### src/rtl/pwm_train_seq.sv
`timescale 1ns/1ps
// Pulse-train command sequencer for a pwm_pulse stage: queues descriptors in a
// small FIFO and replays them with a guaranteed enable-low gap between trains.
module pwm_train_seq #(
    parameter int _RAM_WIDTH = 32,
    parameter int FIFO_DEPTH = 4,
    parameter int GAP_CYCLES = 2
) (
    input  logic                        io_clk,
    input  logic                        io_rst_n,
    // Handshake: a descriptor transfers on any rising edge where cmd_valid and
    // cmd_ready are both high; cmd_ready never depends on cmd_valid.
    input  logic                        cmd_valid,
    output logic                        cmd_ready,
    input  logic                        cmd_level,
    input  logic [_RAM_WIDTH-1:0]       cmd_width,
    input  logic [_RAM_WIDTH-1:0]       cmd_gap,
    input  logic [_RAM_WIDTH-1:0]       cmd_times,
    input  logic                        abort,
    output logic                        pwm_en,
    output logic                        pwm_defaultLevel,
    output logic [_RAM_WIDTH-1:0]       pwm_pulseWidth,
    output logic [_RAM_WIDTH-1:0]       pwm_unaccessWidth,
    output logic [_RAM_WIDTH-1:0]       pwm_pulse_times,
    input  logic                        pwm_pulse_valid,
    input  logic                        pwm_pulse_busy,
    output logic                        train_done,
    output logic                        err_cmd,
    output logic [$clog2(FIFO_DEPTH):0] fifo_count,
    output logic                        seq_busy,
    output logic [2:0]                  dbg_state
);

    localparam int PW = $clog2(FIFO_DEPTH);
    localparam int CW = PW + 1;
    localparam int GW = $clog2(GAP_CYCLES);

    localparam logic [2:0] S_IDLE = 3'd0;
    localparam logic [2:0] S_LOAD = 3'd1;
    localparam logic [2:0] S_RUN  = 3'd2;
    localparam logic [2:0] S_STOP = 3'd3;
    localparam logic [2:0] S_GAP  = 3'd4;

    typedef struct packed {
        logic                  level;
        logic [_RAM_WIDTH-1:0] width;
        logic [_RAM_WIDTH-1:0] gap;
        logic [_RAM_WIDTH-1:0] times;
    } desc_t;

    desc_t          mem_q [FIFO_DEPTH];
    desc_t          mem_d [FIFO_DEPTH];
    desc_t          par_q, par_d;
    desc_t          cmd_desc;
    logic [2:0]     state_q, state_d;
    logic [PW-1:0]  wr_ptr_q, wr_ptr_d;
    logic [PW-1:0]  rd_ptr_q, rd_ptr_d;
    logic [CW-1:0]  count_q, count_d;
    logic [GW-1:0]  gap_cnt_q, gap_cnt_d;
    logic           pwm_en_q, pwm_en_d;
    logic           train_done_q, train_done_d;
    logic           err_cmd_q, err_cmd_d;
    logic           seq_busy_q, seq_busy_d;
    logic           accept, push, pop;
    logic           unused_busy;

    assign unused_busy = pwm_pulse_busy;
    assign cmd_ready   = (count_q != CW'(FIFO_DEPTH)) && !abort;

    always_comb begin
        cmd_desc     = '{level: cmd_level, width: cmd_width, gap: cmd_gap, times: cmd_times};
        accept       = cmd_valid && cmd_ready;
        push         = accept && (cmd_width != '0);
        pop          = 1'b0;
        state_d      = state_q;
        gap_cnt_d    = gap_cnt_q;
        par_d        = par_q;
        mem_d        = mem_q;
        wr_ptr_d     = wr_ptr_q;
        rd_ptr_d     = rd_ptr_q;
        count_d      = count_q;

        // Parameters are captured on entry to LOAD so they settle a full cycle
        // before pwm_en rises.
        case (state_q)
            S_IDLE: begin
                if (count_q != '0 && !abort) begin
                    state_d = S_LOAD;
                    pop     = 1'b1;
                    par_d   = mem_q[rd_ptr_q];
                end
            end
            S_LOAD: state_d = abort ? S_STOP : S_RUN;
            S_RUN: begin
                if (abort) begin
                    state_d = S_STOP;
                end else if (par_q.times != '0) begin
                    if (pwm_pulse_valid) state_d = S_STOP;
                end else if (count_q != '0) begin
                    state_d = S_STOP;
                end
            end
            S_STOP: begin
                gap_cnt_d = GW'(GAP_CYCLES - 2);
                state_d   = S_GAP;
            end
            S_GAP: begin
                if (gap_cnt_q == '0) state_d = S_IDLE;
                else gap_cnt_d = gap_cnt_q - GW'(1);
            end
            default: state_d = S_IDLE;
        endcase

        if (push) begin
            mem_d[wr_ptr_q] = cmd_desc;
            wr_ptr_d        = wr_ptr_q + PW'(1);
        end
        if (pop) rd_ptr_d = rd_ptr_q + PW'(1);
        if (push && !pop) count_d = count_q + CW'(1);
        else if (pop && !push) count_d = count_q - CW'(1);
        if (abort) begin
            wr_ptr_d = '0;
            rd_ptr_d = '0;
            count_d  = '0;
        end

        pwm_en_d     = (state_d == S_RUN);
        train_done_d = (state_d == S_STOP);
        seq_busy_d   = (state_d != S_IDLE);
        err_cmd_d    = accept && (cmd_width == '0);
    end

    always_ff @(posedge io_clk) begin
        mem_q <= mem_d;
    end

    always_ff @(posedge io_clk or negedge io_rst_n) begin
        if (!io_rst_n) begin
            state_q      <= S_IDLE;
            par_q        <= '0;
            wr_ptr_q     <= '0;
            rd_ptr_q     <= '0;
            count_q      <= '0;
            gap_cnt_q    <= '0;
            pwm_en_q     <= 1'b0;
            train_done_q <= 1'b0;
            err_cmd_q    <= 1'b0;
            seq_busy_q   <= 1'b0;
        end else begin
            state_q      <= state_d;
            par_q        <= par_d;
            wr_ptr_q     <= wr_ptr_d;
            rd_ptr_q     <= rd_ptr_d;
            count_q      <= count_d;
            gap_cnt_q    <= gap_cnt_d;
            pwm_en_q     <= pwm_en_d;
            train_done_q <= train_done_d;
            err_cmd_q    <= err_cmd_d;
            seq_busy_q   <= seq_busy_d;
        end
    end

    assign pwm_en            = pwm_en_q;
    assign pwm_defaultLevel  = par_q.level;
    assign pwm_pulseWidth    = par_q.width;
    assign pwm_unaccessWidth = par_q.gap;
    assign pwm_pulse_times   = par_q.times;
    assign train_done        = train_done_q;
    assign err_cmd           = err_cmd_q;
    assign fifo_count        = count_q;
    assign seq_busy          = seq_busy_q;
    assign dbg_state         = state_q;

endmodule

### config.mk
export PLATFORM = sky130hd
export DESIGN_NAME = pwm_train_seq
export DESIGN_NICKNAME = d
export VERILOG_FILES = /design/src/rtl/pwm_train_seq.sv
export SDC_FILE = /design/constraint.sdc
export NUM_CORES = 1
export LEC_CHECK = 0
export CAP_MARGIN = 25
export CORE_ASPECT_RATIO = 0.5
export CORE_MARGIN = 5
export CORE_UTILIZATION = 40
export CTS_BUF_LIST = sky130_fd_sc_hd__clkbuf_8
export DETAILED_ROUTE_END_ITERATION = 8
export DONT_BUFFER_PORTS = 1
export MAX_ROUTING_LAYER = met4
export SLEW_MARGIN = 20
export SYNTH_ARGS = -nofsm -noshare
export SYNTH_HDL_FRONTEND = slang
export SYNTH_SLANG_ARGS = --single-unit
### constraint.sdc
create_clock -name io_clk -period 2.51 [get_ports io_clk]
set_clock_uncertainty 0.1 [all_clocks]
set_input_delay 0.502 -clock io_clk [delete_from_list [all_inputs] [get_ports io_clk]]
set_output_delay 0.502 -clock io_clk [all_outputs]
set_load 0.005 [all_outputs]
==> results.py <==
metrics = {
    "synth": {
        "yosys.area.top_type": "edfxtp_1",
        "synthArstFlopShare_pct": 22.2,
        "ys_seq_area_share_pct": 78.1,
        "syn-cell-area_um2": 18500,
        "syn_inst": 1019,
        "synth_cell_types": 36,
        "synth-main-ff-cell": "edfxtp_1",
        "avgSynthCellArea_um2": 18.1,
        "synth_seq_cells": 499,
        "ys_top_cells_by_area": "edfxtp_1, dfrtp_1, mux4_2",
        "syn_nets": 1127,
        "synth_warnings": 0,
        "synth_top_area_share_pct": 63.0,
        "synth-edff-count": 388,
    },
    "timing": {
        "finalMaxSlewViolations": 0,
        "period_needed_ns": 2.38,
        "fin_hold_ws_ns": -0.502,
        "rsz0062_at_grt": "false",
        "tightestPinTransition_ns": 0.566,
        "period_share_pct": 95.0,
        "max_freq_mhz": 419,
        "max_slew_margin_pct": 62.3,
        "setup_ws_ns": 0.125,
        "hold_viol_final": 111,
        "finalSetupViolCount": 0,
    },
    "clock_network": {
        "htreeDepth": 3,
        "worstSkewPairLatency_ns": 0.61,
        "cts_buffers": 73,
        "clockBufferDepth": 3,
        "cts-root-buf": "clkbuf_8",
        "cts_tree": "yes",
        "holdBufCountCts": 99,
        "post_cts_buffers": 0,
        "cts.sinks": 499,
        "path_clk_slew_ns": 0.07,
    },
    "floorplan": {
        "dieHeight_um": 162,
        "dieArea_um2": 50900,
        "core_um2": 45400,
        "fp.dieW_um": 314,
        "io-pin-count": 211,
        "num_rows": 55,
        "start_util_pct": 40.7,
    },
    "critical_path": {
        "cp.arrival_ns": 2.75,
        "critPathMaxFanout": 3,
        "cp-end-kind": "flop",
        "worstSetupPathType": "flop to flop",
        "worst-endpoint-required_ns": 2.87,
        "startpoint_type": "flop",
    },
    "final_layout": {
        "syn_to_final_growth_pct": 19.7,
        "drive_gt1_share_pct": 19.6,
        "fillerInstances": 3772,
        "utilization_pct": 48.7,
        "multi_input_area_um2": 3840,
        "fin_nets": 1294,
        "num_antenna_cells": 0,
        "register_area_um2": 14400,
        "layoutNonFillerInstCount": 1843,
    },
    "min_path": {
        "holdCritPathClass": "primary input to async pin",
    },
    "power_and_ir_drop": {
        "ir_drop_v": 0.000411,
        "leakage_nw": 8.02,
        "p_per_area_nw_per_um2": 960,
    },
    "global_route": {
        "grt_pass1_vias": 10033,
        "antenna_found_initial": 0,
        "grtUsageMet1_pct": 18.8,
        "grt_overflow": 0,
        "grt_max_degree": 112,
        "grtUsageTotal_pct": 16.0,
        "grt.busiest_layer": "met2",
        "met3_usage_pct": 3.01,
        "grt_first_pass_wirelength_um": 60400,
        "met2_usage_pct": 28.1,
    },
    "placement": {
        "finalWeightedCongestion": 0.764,
        "port_buffers": 0,
        "placedCellCount": 1610,
        "hpwlAfterDp_um": 23400,
        "dp_slack_ns": -0.0394,
    },
    "route": {
        "drt-total-wl_um": 39100,
        "via_per_inst": 5.08,
        "drc_errors": 0,
        "wl_per_cell_um": 21.2,
        "vias": 9363,
        "firstDrtPassIters": 5,
        "antenna_left": 0,
        "drt_iter0_markers": 540,
    },
    "status": {
        "status": "finished, violations left",
        "failed_checks": "hold timing",
    },
    "flow_run": {
        "maxCapViolCount": 0,
    },
}
-- power breakdown --
group / switching, mW / internal (mW)
clock: 3.00 / 3.33
sequential: 0.961 / 9.98
combinational: 2.06 / 1.92
-- cell usage after synthesis (all sizes together) (2+ instances only) --
cell,number
mux4,97
clkbuf,19
inv,6
dfrtp,111
nand2b,3
mux2i,3
nor2,9
nor4,19
o21ai,5
nand2,301
a21oi,3
nor3,3
and2,5
ha,4
xnor2,2
nand4,2
buf,27
edfxtp,388
-- through the flow --
stage | area, um^2 | total power, mW | TNS (ns) | hold WS (ns)
6_report | 22100 | 21.3 | 0 | -0.502
4_1_cts | 22100 | 21.6 | 0 | -0.571
3_3_place_gp | 19700 | 14.9 | -0.128 | 0.110
2_1_floorplan | 18500 | 13.6 | -141.54 | 0.106
5_1_grt | 22100 | 22.4 | 0 | -0.555
3_5_place_dp | 19700 | 15.0 | -0.0394 | 0.109
-- layout make-up --
type	instances	share of cell area, %
Tap cell	598	3.38
Clock buffer	82	5.10
Clock inverter	52	1.38
Timing Repair Buffer	138	7.44
Sequential cell	499	65.2
Multi-Input combinational cell	468	17.4
Inverter	6	0.102
-- worst max-delay path, stage by stage, from the launching register on --
cell and delay (ns):
dfrtp_1 0.43, nor4_1 0.41, nand4_1 0.26, nor2_1 0.32, buf_4 0.19, mux2i_1 0.26
o31a_1 0.18, o21ai_0 0.10
-- kinds of logic (layout without fill, tap and decap cells) --
family	count (synthesis)	in the layout	synth area share (%)
mux	100	100	12.0
fa+ha+maj	5	5	0.379
buf+inv	52	278	1.25
flops	499	499	78.1
simple gates	347	347	7.70
xor+xnor	3	3	0.183
compound gates	13	13	0.427
-- registers in the layout, indices dropped and copies added (netlist names) --
name,flops
pwm_pulseWidth,32
pwm_pulse_times,32
dbg_state,3
fifo_count,3
wr_ptr_q,2
pwm_en,1
train_done,1
seq_busy,1
mem_q,388
rd_ptr_q,2
pwm_defaultLevel,1
err_cmd,1
pwm_unaccessWidth,32
-- cells in the final DEF, fill, tap and decap left out, drive strengths merged, types with 2 or more instances in the layout --
cell type    count
nor2             9
clkbuf          82
nand4            2
buf             39
and2             5
nand2b           3
mux2i            3
bufinv           3
inv             41
dfrtp          111
clkinv          13
nor4            19
xnor2            2
nand2          301
ha               4
o21ai            5
nor3             3
a21oi            3
dlygate4sd3     99
mux4            97
edfxtp         388
-- path summary, 6_finish.rpt --
kind                                     start                    end  slack [ns]  cells after the start
hold / removal                        io_rst_n  pwm_unaccessWidth[28]       -0.50                      0
setup / recovery           pwm_pulse_times[24]           dbg_state[0]        0.13                      7
min in group io_clk                      abort          fifo_count[2]        0.06                      3
max in group asynchronous             io_rst_n   pwm_unaccessWidth[1]        2.65                      0
hold reg to reg              pwm_pulseWidth[8]      pwm_pulseWidth[8]        0.41                      2
setup reg to reg           pwm_pulse_times[24]           dbg_state[0]        0.13                      7
-- metal layers --
layer,wire [um],share of wire (%),vias up
met5,0,0,-
met4,981,2.5,0
met3,1360,3.5,72
met2,21400,55,183
met1,15400,39,4922
li1,-,-,4186
-- repair_timing --
item,in CTS,in global routing
endpoints found under the hold margin,509,111
gates resized for setup,1,0
endpoints found under the setup margin,1,0
(Power assumes the default switching activity.)
